==> src/rtl/boid_fb_pkg.sv <==
// Shared geometry, coordinate widths, sweep state encoding and the pixel address helper.
// Latency: n/a (declarations only).
// Backpressure: n/a.
package boid_fb_pkg;

    localparam int WIDTH               = 640;
    localparam int HEIGHT              = 480;
    localparam int PIXEL_ADDRESS_WIDTH = 20;
    localparam int X_W                 = 10;
    localparam int Y_W                 = 9;

    typedef enum logic [2:0] {
        IDLE,
        ERASE,
        FETCH,
        LATCH,
        DRAW,
        DONE
    } fb_state_t;

    typedef struct packed {
        logic [X_W-1:0] x;
        logic [Y_W-1:0] y;
    } boid_pos_t;

    // x + 640*y built from two shifts; operands widened to 20 bits, result wraps at 20 bits
    function automatic logic [PIXEL_ADDRESS_WIDTH-1:0] pixel_addr(
        input logic [X_W:0] xx,
        input logic [Y_W:0] yy
    );
        logic [PIXEL_ADDRESS_WIDTH-1:0] y_ext;
        logic [PIXEL_ADDRESS_WIDTH-1:0] x_ext;
        y_ext = {{(PIXEL_ADDRESS_WIDTH-Y_W-1){1'b0}}, yy};
        x_ext = {{(PIXEL_ADDRESS_WIDTH-X_W-1){1'b0}}, xx};
        return (y_ext << 9) + (y_ext << 7) + x_ext;
    endfunction

endpackage

==> src/rtl/boid_fb_if.sv <==
// Position-fetch and frame-memory write bus between the sprite writer and its neighbours.
// Latency: pos_x/pos_y are expected one cycle after pos_idx changes.
// Backpressure: none; frame memory accepts one write per cycle.
interface boid_fb_if
    import boid_fb_pkg::*;
#(
    parameter int IDX_W = 4
);
    logic [IDX_W-1:0]               pos_idx;
    logic [X_W-1:0]                 pos_x;
    logic [Y_W-1:0]                 pos_y;
    logic                           fb_wr_en;
    logic [PIXEL_ADDRESS_WIDTH-1:0] fb_wr_addr;
    logic                           fb_wr_data;

    modport master (
        output pos_idx, fb_wr_en, fb_wr_addr, fb_wr_data,
        input  pos_x, pos_y
    );

    modport slave (
        input  pos_idx, fb_wr_en, fb_wr_addr, fb_wr_data,
        output pos_x, pos_y
    );
endinterface

==> src/rtl/boid_pos_history.sv <==
// Last drawn position and valid flag per boid, so the next sweep knows what to erase.
// Latency: write lands on the next clock edge; read is combinational.
// Backpressure: none; one write per cycle always accepted.
module boid_pos_history
    import boid_fb_pkg::*;
#(
    parameter  int NUM_BOIDS = 16,
    localparam int IDX_W     = $clog2(NUM_BOIDS)
) (
    input  logic             clk,
    input  logic             reset,
    input  logic             wr_en,
    input  logic [IDX_W-1:0] wr_idx,
    input  boid_pos_t        wr_pos,
    input  logic [IDX_W-1:0] rd_idx,
    output boid_pos_t        rd_pos,
    output logic             rd_vld
);
    boid_pos_t            pos_mem [NUM_BOIDS];
    logic [NUM_BOIDS-1:0] vld_q;

    // position storage needs no reset: the valid bit guards every use
    always_ff @(posedge clk) begin
        if (wr_en) begin
            pos_mem[wr_idx] <= wr_pos;
        end
    end

    // valid bits: cleared by reset, set when a boid's position is latched
    always_ff @(posedge clk) begin
        if (reset) begin
            vld_q <= '0;
        end else if (wr_en) begin
            vld_q[wr_idx] <= 1'b1;
        end
    end

    assign rd_pos = pos_mem[rd_idx];
    assign rd_vld = vld_q[rd_idx];
endmodule

==> src/rtl/boid_fb_writer.sv <==
// Per screen end: erase every boid's old SxS sprite, then fetch and draw each new one. Clipping under BOID_FB_CLIP_EN.
// Latency: sweep starts the cycle after a frame_start rising edge; N*S*S + N*(2+S*S) + 1 cycles long.
// Backpressure: none; an edge arriving mid-sweep is dropped and flagged on overrun.
module boid_fb_writer #(
    parameter int NUM_BOIDS = 16,
    parameter int BOID_SIZE = 2,
    parameter int WIDTH     = boid_fb_pkg::WIDTH,
    parameter int HEIGHT    = boid_fb_pkg::HEIGHT
) (
    input  logic     clk,
    input  logic     reset,
    input  logic     frame_start,
    boid_fb_if.master fb,
    output logic     busy,
    output logic     frame_done,
    output logic     overrun
);
    import boid_fb_pkg::*;

    localparam int         IDX_W  = $clog2(NUM_BOIDS);
    localparam logic [1:0] S_LAST = 2'(BOID_SIZE - 1);

    if (NUM_BOIDS < 2 || (NUM_BOIDS & (NUM_BOIDS - 1)) != 0) begin : g_bad_num_boids
        $error("NUM_BOIDS must be a power of two >= 2");
    end
    if (BOID_SIZE < 1 || BOID_SIZE > 4) begin : g_bad_boid_size
        $error("BOID_SIZE must be 1..4");
    end
    if (WIDTH > 1024 || HEIGHT > 512) begin : g_bad_geometry
        $error("WIDTH/HEIGHT exceed coordinate widths");
    end

    fb_state_t        state_q, state_d;
    logic [IDX_W-1:0] boid_q;
    logic [1:0]       dx_q, dy_q;
    logic             fs_q, fs_q2;
    logic             fs_rise;
    logic             last_px, last_boid;
    boid_pos_t        rd_pos;
    logic             rd_vld;
    logic [X_W:0]     xx;
    logic [Y_W:0]     yy;
    logic             in_frame;

    // frame_start synchroniser stage plus previous sample for edge detection
    always_ff @(posedge clk) begin
        if (reset) begin
            fs_q  <= 1'b0;
            fs_q2 <= 1'b0;
        end else begin
            fs_q  <= frame_start;
            fs_q2 <= fs_q;
        end
    end

    assign fs_rise   = fs_q & ~fs_q2;
    assign last_px   = (dx_q == S_LAST) && (dy_q == S_LAST);
    assign last_boid = (boid_q == IDX_W'(NUM_BOIDS - 1));

    // state register
    always_ff @(posedge clk) begin
        if (reset) begin
            state_q <= IDLE;
        end else begin
            state_q <= state_d;
        end
    end

    // next-state sequencing through erase, then fetch/latch/draw per boid
    always_comb begin
        state_d = state_q;
        case (state_q)
            IDLE:    if (fs_rise) state_d = ERASE;
            ERASE:   if (last_px && last_boid) state_d = FETCH;
            FETCH:   state_d = LATCH;
            LATCH:   state_d = DRAW;
            DRAW:    if (last_px) state_d = last_boid ? DONE : FETCH;
            DONE:    state_d = IDLE;
            default: state_d = IDLE;
        endcase
    end

    // pixel walk: dx fastest, then dy, then boid; boid wraps to 0 after the last one
    always_ff @(posedge clk) begin
        if (reset) begin
            boid_q <= '0;
            dx_q   <= '0;
            dy_q   <= '0;
        end else if (state_q == ERASE || state_q == DRAW) begin
            if (dx_q == S_LAST) begin
                dx_q <= '0;
                if (dy_q == S_LAST) begin
                    dy_q   <= '0;
                    boid_q <= boid_q + IDX_W'(1);
                end else begin
                    dy_q <= dy_q + 2'd1;
                end
            end else begin
                dx_q <= dx_q + 2'd1;
            end
        end
    end

    boid_pos_history #(
        .NUM_BOIDS (NUM_BOIDS)
    ) u_hist (
        .clk    (clk),
        .reset  (reset),
        .wr_en  (state_q == LATCH),
        .wr_idx (boid_q),
        .wr_pos ({fb.pos_x, fb.pos_y}),
        .rd_idx (boid_q),
        .rd_pos (rd_pos),
        .rd_vld (rd_vld)
    );

    assign xx = {1'b0, rd_pos.x} + {{(X_W-1){1'b0}}, dx_q};
    assign yy = {1'b0, rd_pos.y} + {{(Y_W-1){1'b0}}, dy_q};

`ifdef BOID_FB_CLIP_EN
    localparam logic [X_W:0] X_LIM = (X_W+1)'(WIDTH);
    localparam logic [Y_W:0] Y_LIM = (Y_W+1)'(HEIGHT);
    assign in_frame = (xx < X_LIM) && (yy < Y_LIM);
`else
    assign in_frame = 1'b1;
`endif

    // outputs decoded from the registered state and walk counters
    always_comb begin
        fb.fb_wr_en   = 1'b0;
        fb.fb_wr_addr = '0;
        fb.fb_wr_data = 1'b0;
        fb.pos_idx    = boid_q;
        busy          = (state_q != IDLE);
        frame_done    = (state_q == DONE);
        overrun       = fs_rise && (state_q != IDLE);
        case (state_q)
            ERASE: begin
                fb.fb_wr_en   = rd_vld && in_frame;
                fb.fb_wr_addr = pixel_addr(xx, yy);
            end
            DRAW: begin
                fb.fb_wr_en   = in_frame;
                fb.fb_wr_addr = pixel_addr(xx, yy);
                fb.fb_wr_data = 1'b1;
            end
            default: ;
        endcase
    end
endmodule

==> src/flat_wrapper.sv <==
// flat-port wrapper written by rule: the top's interface ports become plain ports
module boid_fb_writer_flat import boid_fb_pkg::*;
#(
    parameter int NUM_BOIDS = 16,
    parameter int BOID_SIZE = 2,
    parameter int WIDTH     = boid_fb_pkg::WIDTH,
    parameter int HEIGHT    = boid_fb_pkg::HEIGHT
)
  (clk, reset, frame_start, busy, frame_done, overrun, fb_pos_idx, fb_fb_wr_en, fb_fb_wr_addr, fb_fb_wr_data, fb_pos_x, fb_pos_y);
  boid_fb_if #(.IDX_W(4)) fb_i ();
  input  logic clk;
  input  logic reset;
  input  logic frame_start;
  output logic busy;
  output logic frame_done;
  output logic overrun;
  output wire logic [$bits(fb_i.pos_idx)-1:0] fb_pos_idx;
  output wire logic [$bits(fb_i.fb_wr_en)-1:0] fb_fb_wr_en;
  output wire logic [$bits(fb_i.fb_wr_addr)-1:0] fb_fb_wr_addr;
  output wire logic [$bits(fb_i.fb_wr_data)-1:0] fb_fb_wr_data;
  input wire logic [$bits(fb_i.pos_x)-1:0] fb_pos_x;
  input wire logic [$bits(fb_i.pos_y)-1:0] fb_pos_y;
  assign fb_pos_idx = fb_i.pos_idx;
  assign fb_fb_wr_en = fb_i.fb_wr_en;
  assign fb_fb_wr_addr = fb_i.fb_wr_addr;
  assign fb_fb_wr_data = fb_i.fb_wr_data;
  assign fb_i.pos_x = fb_pos_x;
  assign fb_i.pos_y = fb_pos_y;
  boid_fb_writer #(.NUM_BOIDS(NUM_BOIDS), .BOID_SIZE(BOID_SIZE), .WIDTH(WIDTH), .HEIGHT(HEIGHT)) u_core (.clk(clk), .reset(reset), .frame_start(frame_start), .fb(fb_i), .busy(busy), .frame_done(frame_done), .overrun(overrun));
endmodule
==> config.mk <==
export PLATFORM = sky130hd
export DESIGN_NAME = boid_fb_writer_flat
export DESIGN_NICKNAME = d
export VERILOG_FILES = /design/src/rtl/boid_fb_pkg.sv /design/src/rtl/boid_fb_if.sv /design/src/rtl/boid_pos_history.sv /design/src/rtl/boid_fb_writer.sv /design/src/flat_wrapper.sv
export SDC_FILE = /design/constraint.sdc
export NUM_CORES = 1
export LEC_CHECK = 0
export ABC_CLOCK_PERIOD_IN_PS = 11500
export BUFFER_PORTS_ARGS = -buffer_cell sky130_fd_sc_hd__buf_2
export CORE_UTILIZATION = 65
export DETAILED_ROUTE_END_ITERATION = 8
export PLACE_DENSITY = 0.94
export SLEW_MARGIN = 5
export SYNTH_ARGS = -nofsm -noshare
export SYNTH_HDL_FRONTEND = slang
export SYNTH_SLANG_ARGS = --single-unit
==> constraint.sdc <==
create_clock -name clk -period 11.5 [get_ports clk]
set_input_delay 2.3 -clock clk [delete_from_list [all_inputs] [get_ports clk]]
set_output_delay 2.3 -clock clk [all_outputs]
set_load 0.02 [all_outputs]
## After elaboration in Yosys (flattened, before gate mapping)

Memories as Yosys holds them, arrays and structs flattened. A register that Yosys moved wholly into a read port is not among the register bits.
Cells that the tools add are included.

- Input port bits: 22
- Memory bits (writable): 304
- Output and inout port bits: 29
- Memories: 1
- Register bits: 29

- Eq/ne operators: 11
- $lt $le $gt $ge: 2
- Reductions and logical operators: 11
- Mux-type cells: 18
- Add/subtract/negate cells: 7
- Bitwise gates (word level): 3

Memory list:

| name | depth | bits a word | rd ports | clocked after Yosys merged registers in | write ports | RTL line | RTL |
|---|---|---|---|---|---|---|---|
| u_core.u_hist.pos_mem | 16 | 19 | 1 | 1 | 1 | boid_pos_history.sv:19 | `boid_pos_t pos_mem [NUM_BOIDS];` |

Operators with widths:

| kind | count |
|---|---|
| 19-bit by 17-bit adder with 20-bit output | 1 |
| 20-bit by 11-bit adder with 20-bit output | 1 |
| 20-bit two-way mux | 1 |
| 16-bit OR | 1 |
| 3-bit one-hot mux with 5 select lines | 1 |
| 3-bit two-way mux | 4 |
| 10-bit by 2-bit adder with 11-bit output | 1 |
| 9-bit by 2-bit adder with 10-bit output | 1 |
| 4-bit two-way mux | 2 |
| 3-bit by 2-bit equality test with 1-bit output, second input constant | 2 |
| 3-bit equality test, second input constant | 2 |
| 2-bit by 1-bit inequality test with 1-bit output, second input constant | 3 |
| 3-bit AND reduction | 2 |
| 4-bit by 5-bit < comparator with 1-bit output, second input constant | 1 |
| 1-bit two-way mux | 5 |
| 2-bit by 1-bit adder with 2-bit output, second input constant | 2 |
| 4-bit by 1-bit adder with 4-bit output, second input constant | 1 |
| 1-bit binary-select mux with 4-bit select | 1 |
| 1-bit demux with 4-bit select | 1 |
| 2-bit by 1-bit equality test with 1-bit output, second input constant | 2 |
| 4-bit equality test, second input constant | 1 |
| 4-bit by 1-bit >= comparator with 1-bit output, second input constant | 1 |
| 1-bit logical AND | 4 |
| 2-bit two-way mux | 2 |
| 9 further kinds | 9 |

## Longest topological paths before layout

Gate-level depths: netlist of the first run.

- Depth after elaboration: 5
- Gate-level depth with buffers: 22
- Gate-level depth less buffers: 18

## By module

Synthesis of the first run repeated with hierarchy kept, for this count alone.

- Cell total of the unflattened synthesis: 787
- Area, all modules: 13974.7 um^2

By module, submodules not included:

| module | area an instance (um^2) | instances | cells an instance |
|---|---|---|---|
| boid_pos_history | 12127.9 | 1 | 556 |
| boid_fb_writer | 1846.8 | 1 | 231 |

## Worst setup path after synthesis of the first run

No wires, ideal clock.

- Kind: register -> output
- Start: reg (tool-made name)
- End: out fb_fb_wr_addr[17]
- Path slack: 4.045 ns
- Path buffers: 4
- Cell stages (with the launch flop): 22
- Arrival time: 5.155 ns
- Path through: dfxtp_1 -> buf_6 -> buf_12 -> buf_6 -> buf_1 -> mux4_2 -> mux4_2 -> ha_1 -> inv_1 -> fa_1 -> nor2b_1 -> nand2_1 -> nor2_1 -> xor2_1 -> ha_1 -> ha_1 -> and4_1 -> a221o_1 -> a21oi_1 -> a21oi_1 -> o21a_1 -> nor3_1

RTL lines:

| what | RTL line | RTL |
|---|---|---|
| end, declared | flat_wrapper.sv:19 | `output wire logic [$bits(fb_i.fb_wr_addr)-1:0] fb_fb_wr_addr;` |

==> impl_metrics.toml, run 1 <==
[sta]
clock_skew_ns = 0.0203
fmax_ghz = 0.109
holdWs_ns = 0.466
fin_crit_sh_pct = 79.6
tns_ns = 0
hold_viol = 0
setup_viol = 0
slew_viol_final = 0
slew_headroom_pct = 29.7
fin_crit_ns = 9.15
rsz0062_at_grt = "false"
fin_ws_ns = 2.35
worstMarginPinSlew_ns = 1.05

[place]
post-place-ws_ns = 3.38
gp_congestion = 1.00
io_buffers = 50
hpwl_um = 18600

[yosys]
synth_seq_cells = 337
synth_area_leaders = "edfxtp_1 (65%), mux4_2 (15%), dfxtp_1 (4.7%)"
synth-main-ff-cell = "edfxtp_1"
synthCells = 746
synth-edff-count = 304
ys_seq_area_share_pct = 70.1
yosys_warnings = 0
synthesis.nets = 799
async_reset_ff_share_pct = 0
synth_top_area_share_pct = 65.3
avgSynthCellArea_um2 = 18.7
synth_area_um2 = 14000
synth_largest_area_cell = "edfxtp_1"
ys_types = 52

[die]
dieArea_um2 = 22100
io_pins = 51
placeableCoreArea_um2 = 21000
die_height_um = 149
rows = 53
die_w_um = 149
start_util_pct = 66.5

[grt]
grt_usage_pct = 34.6
grt_pass1_wl_um = 52900
antenna_found_initial = 0
grt_max_degree = 58
grt_pass1_vias = 8313
grt-ovfl-total = 0

[layout]
final_common_cell = "edfxtp_1"
final_util_pct = 74.4
final_cell_mix = "edfxtp_1 (304), mux4_2 (93), nor2_1 (61), buf_2 (50), clkbuf_16 (34)"
drive_gt1_share_pct = 27.6
regArea_um2 = 9800
area_growth_pct = 11.9
nets = 866
multiInputGateArea_um2 = 4070
fillCellCount = 1070

[run]
drv_cap = 0

[worst_setup_path]
critPathCapture = "fb_fb_wr_addr[17]"
r2r_setup_slack_ns = 8.60
reg2reg_from = "u_core.state_q[0]$_SDFFE_PP0P_"
slowest_stage = "buf_4"
rr_worst_depth = 5
worstPathCellList = "buf_4 > mux4_1 > mux4_2 > nor2b_1 > nand2_1 > nor2_1 > xor2_1 > ha_1 > ha_1 > and4_1 > nand3_1 > nor4_1 > nand4_1 > a21oi_1 > nor3_1 > nor3_1 > buf_2"
required_ns = 9.20
r2r-end = "u_core.u_hist.pos_mem[8][7]$_DFFE_PP_"
cp_max_fo = 49
max_stage_delay_ns = 0.83
critical_path_arrival_ns = 6.85
end_kind = "output port"
startpoint_type = "register"
path_class = "reg2out"

[cts]
cts_hold_buffers = 0
clk_pin_slew_worst_paths_ns = 0.06
cts_buffers = 34
cts_tree = "built"
cts_root_buffer = "clkbuf_16"
post-cts-setup-buffer-count = 0
cts_htree_levels = 2
clk_latency_ns = 0.52
post_cts_resized = 0
clockBufferDepth = 3
cts_sinks = 337

[power]
power_density_nw_per_um2 = 157
leakage_nw = 5.10
pwr-share-seq_pct = 54.6
irDropWorstVdd_mv = 0.195
power_frac_clock_pct = 43.2
internal_power_mw = 1.96
swShare_pct = 20.1
power.switching_uw = 491
power_frac_comb_pct = 2.2
power_mw = 2.45

[routing]
first_pass_iters = 7
routed_wl_um = 35400
routedWlPerCell_um = 31.8
via_per_inst = 7.26
drt_iter0_drc = 984
ant_nets = 0
drcViolationCount = 0
num_vias = 8066

[hold_path]
hp-class = "reg2reg"

[run_status]
outcome = "completed"
-- logic make-up (layout without fill, tap and decap cells) --
| group | Yosys count | count (layout) | share of synthesized area [%] |
|---|---|---|---|
| buffers and inverters | 39 | 127 | 1.43 |
| other | 0 | 2 | 0 |
| flip-flops | 337 | 337 | 70.1 |
| AO/OA/AOI/OAI | 45 | 45 | 2.47 |
| XOR/XNOR | 25 | 25 | 1.57 |
| multiplexers | 100 | 100 | 15.9 |
| AND/OR/NAND/NOR | 169 | 169 | 5.71 |
| adder cells (fa/ha/maj) | 31 | 31 | 2.88 |
-- power by group through the flow --
| stage | clock network (mW) | registers (mW) | logic [mW] |
|---|---|---|---|
| final | 1.06 | 1.34 | 0.0542 |
| after global routing | 1.11 | 1.34 | 0.0573 |
| after CTS | 1.06 | 1.34 | 0.0518 |
| after detailed placement | 0 | 1.36 | 0.0497 |
| after global placement | 0 | 1.36 | 0.0451 |
| after floorplan | 0 | 1.36 | 0.0242 |
-- through the flow --
step	cells	area, um^2
floorplan	746	14000
global placement	1052	14600
detailed placement	1052	14600
CTS	1109	15600
global route	1109	15600
finish	1111	15600
-- worst max-delay path, delay by kind of cell (launching register included) --
| family | cells | cell delay (ns) |
|---|---|---|
| multiplexers | 2 | 1.27 |
| AND/OR/NAND/NOR | 9 | 1.89 |
| XOR/XNOR | 1 | 0.34 |
| adder cells (fa/ha/maj) | 2 | 0.69 |
| buffers and inverters | 2 | 1.08 |
| AO/OA/AOI/OAI | 1 | 0.31 |
| flip-flops | 1 | 0.70 |
-- routing by layer --
metal,vias up,wire length (um),global-route usage [%]
met5,-,0,0
met4,0,1980,19.8
met3,212,4480,12.9
met2,721,16900,52.7
met1,3999,12000,42.8
li1,3134,-,-
-- cell usage after synthesis, types with 3 or more instances --
master / number
edfxtp_1: 304
nand2_1: 27
buf_2: 6
a21o_1: 7
ha_1: 29
o21a_1: 5
nor2_1: 73
and2_1: 10
xor2_1: 9
xnor2_1: 16
nor3_1: 12
nand2b_1: 9
clkbuf_1: 13
o21ai_0: 3
nor4_1: 5
dfxtp_1: 33
a21oi_1: 10
nand4_1: 5
buf_6: 3
mux4_2: 93
nand3_1: 7
inv_1: 6
and3_1: 3
nor2b_1: 9
mux4_1: 3
buf_1: 8
a22oi_1: 4
-- layout make-up --
type | count | share of cell area [%]
diodes | 2 | 0.0320
well taps | 275 | 2.20
inverters | 6 | 0.144
clock inverters | 20 | 1.14
flip-flops and latches | 337 | 62.7
multi-input cells | 370 | 26.0
clock buffers | 37 | 5.51
repair buffers | 64 | 2.27
-- worst min path at each step --
stage | from | to | slack (ns) | depth (start not counted)
after floorplan | u_core.fs_q$_SDFF_PP0_ | u_core.fs_q2$_SDFF_PP0_ | 0.43 | 1
after global placement | u_core.u_hist.vld_q[15]$_SDFFE_PP0P_ | u_core.u_hist.vld_q[15]$_SDFFE_PP0P_ | 0.44 | 2
after detailed placement | u_core.u_hist.vld_q[13]$_SDFFE_PP0P_ | u_core.u_hist.vld_q[13]$_SDFFE_PP0P_ | 0.46 | 2
after CTS | u_core.u_hist.vld_q[5]$_SDFFE_PP0P_ | u_core.u_hist.vld_q[5]$_SDFFE_PP0P_ | 0.47 | 2
after global routing | u_core.u_hist.vld_q[3]$_SDFFE_PP0P_ | u_core.u_hist.vld_q[3]$_SDFFE_PP0P_ | 0.51 | 2
final | u_core.u_hist.vld_q[5]$_SDFFE_PP0P_ | u_core.u_hist.vld_q[5]$_SDFFE_PP0P_ | 0.47 | 2
-- sequential cells by signal (all words and copies together), names as in the netlist, named ones only --
| register | count |
|---|---|
| u_core.dx_q | 2 |
| u_core.dy_q | 2 |
| u_core.fb.pos_idx | 4 |
| u_core.fs_q | 1 |
| u_core.fs_q2 | 1 |
| u_core.state_q | 3 |
| u_core.u_hist.pos_mem | 304 |
| u_core.u_hist.vld_q | 16 |
No activity file was read; power rests on OpenSTA's default activity.
==> run 2: changes to the inputs <==
--- a/config.mk
+++ b/config.mk
@@ -5,11 +5,11 @@
 export SDC_FILE = /design/constraint.sdc
 export NUM_CORES = 1
 export LEC_CHECK = 0
-export ABC_CLOCK_PERIOD_IN_PS = 11500
+export ABC_CLOCK_PERIOD_IN_PS = 9000
 export BUFFER_PORTS_ARGS = -buffer_cell sky130_fd_sc_hd__buf_2
-export CORE_UTILIZATION = 65
+export CORE_UTILIZATION = 62
 export DETAILED_ROUTE_END_ITERATION = 8
-export PLACE_DENSITY = 0.94
+export PLACE_DENSITY = 0.91
 export SLEW_MARGIN = 5
 export SYNTH_ARGS = -nofsm -noshare
 export SYNTH_HDL_FRONTEND = slang
==> constraint.sdc (replaced) <==
create_clock -name clk -period 9 [get_ports clk]
set_input_delay 1.8 -clock clk [delete_from_list [all_inputs] [get_ports clk]]
set_output_delay 1.8 -clock clk [all_outputs]
set_load 0.02 [all_outputs]
==> run 2 against run 1 <==
The run now ends with DRC left. Die area is 4.8% higher. Sequential share of layout area grew 0.38 points. Power increased by 22%. Sequential cell count stayed put. Global-route usage is 6.4 points lower.
==> impl_metrics.toml, run 2 (synthesis gave the netlist of run 1 again) <==
[worst_setup_path]
critical_path_arrival_ns = 5.88
path_class = "reg2out"
end_kind = "output port"
cp_max_fo = 38
required_ns = 7.20
startpoint_type = "register"

[cts]
clockBufferDepth = 3
cts_hold_buffers = 0
cts_root_buffer = "clkbuf_16"
cts_tree = "built"
clk_pin_slew_worst_paths_ns = 0.06
clk_latency_ns = 0.55
cts_buffers = 31
cts_htree_levels = 1
post-cts-setup-buffer-count = 0
post_cts_resized = 0
cts_sinks = 337

[grt]
grt_max_degree = 39
grt_pass1_vias = 7602
grt_pass1_wl_um = 47100
grt-ovfl-total = 0
antenna_found_initial = 1
grt_usage_pct = 28.1

[power]
swShare_pct = 19.9
leakage_nw = 5.08
internal_power_mw = 2.38
irDropWorstVdd_mv = 0.150
power_frac_comb_pct = 2.1
power.switching_uw = 591
pwr-share-seq_pct = 57.4
power_frac_clock_pct = 40.5
power_density_nw_per_um2 = 191

[routing]
drt_iter0_drc = 841
routed_wl_um = 31600
first_pass_iters = 6
via_per_inst = 6.63
num_vias = 7441
ant_nets = 0
routedWlPerCell_um = 28.2
drcViolationCount = 10

[die]
io_pins = 51
die_w_um = 152
placeableCoreArea_um2 = 22000
die_height_um = 152
dieArea_um2 = 23100
rows = 54
start_util_pct = 63.6

[hold_path]
hp-class = "reg2reg"

[sta]
slew_viol_final = 0
setup_viol = 0
rsz0062_at_grt = "false"
clock_skew_ns = 0.0116
fin_ws_ns = 1.32
fin_crit_ns = 7.68
slew_headroom_pct = 37.5
hold_viol = 0
fmax_ghz = 0.130
worstMarginPinSlew_ns = 0.937
tns_ns = 0
fin_crit_sh_pct = 85.4

[layout]
area_growth_pct = 11.2
fin_area_um2 = 15500
largest_reg_flops = 304
final_common_cell = "edfxtp_1"
nets = 870
regMostFlops = "u_core.u_hist.pos_mem"
fillCellCount = 1246
final_cell_mix = "edfxtp_1 (304), mux4_2 (93), nor2_1 (61), buf_2 (50), clkbuf_16 (31)"
drive_gt1_share_pct = 27.7

[run_status]
outcome = "finished with violations"
violations = "DRC"

[place]
gp_congestion = 0.867
hpwl_um = 18400
post-place-ws_ns = 1.94
io_buffers = 50
placed_cell_area_um2 = 14600

[run]
drv_cap = 0
==> run 2: through the flow <==
stage | power, mW | util (%) | hold WS (ns) | cells
after floorplan | 1.77 | - | 0.430 | 746
after detailed placement | 1.80 | 66.5 | 0.459 | 1064
after global routing | 3.05 | 70.8 | 0.474 | 1122
after global placement | 1.80 | 66.5 | 0.440 | 1064
final | 2.97 | 70.8 | 0.474 | 1122
after CTS | 2.98 | 70.8 | 0.473 | 1121
==> run 2: path summary, 6_finish.rpt <==
kind | from | end | slack, ns | cells after the start
setup reg to reg | u_core.state_q[0]$_SDFFE_PP0P_ | u_core.u_hist.pos_mem[8][18]$_DFFE_PP_ | 6.17 | 5
hold reg to reg | u_core.fs_q$_SDFF_PP0_ | u_core.fs_q2$_SDFF_PP0_ | 0.47 | 1
setup / recovery | register | fb_fb_wr_addr[18] | 1.32 | 17
hold / removal | u_core.fs_q$_SDFF_PP0_ | u_core.fs_q2$_SDFF_PP0_ | 0.47 | 1
==> run 2: layout make-up <==
class | count | area (um^2) | share of cell area, %
well taps | 280 | 350 | 2.25
inverters | 6 | 22.5 | 0.145
multi-input cells | 370 | 4040 | 26.0
diodes | 1 | 2.50 | 0.0161
clock buffers | 37 | 798 | 5.14
flip-flops and latches | 337 | 9800 | 63.0
clock inverters | 20 | 125 | 0.805
repair buffers | 71 | 408 | 2.63
==> run 2: per-layer routing <==
layer / part of all wire [%] / GRT usage [%] / routed length, um
met4: 2.8 / 9.62 / 888
met3: 8.2 / 4.56 / 2600
met5: 0 / 0 / 0
met1: 37 / 36.6 / 11800
met2: 52 / 48.7 / 16300
==> run 2: power by group through the flow <==
stage	registers [mW]	logic, mW	clock network [mW]
after floorplan	1.74	0.0310	0
after global placement	1.74	0.0578	0
after detailed placement	1.74	0.0612	0
after CTS	1.71	0.0619	1.21
after global routing	1.71	0.0677	1.27
final	1.71	0.0620	1.21
==> run 2: critical path: stages (launching register included) <==
cell	delay (ns)
dfxtp_4	0.84
mux4_2	0.63
mux4_2	0.53
ha_1	0.24
inv_1	0.08
fa_1	0.22
xnor2_1	0.22
a21oi_1	0.11
xnor2_1	0.15
ha_1	0.37
a21o_1	0.20
a21o_1	0.18
a221o_1	0.36
a21oi_1	0.25
a21boi_1	0.17
o41ai_2	0.25
mux2_2	0.37
buf_2	0.16
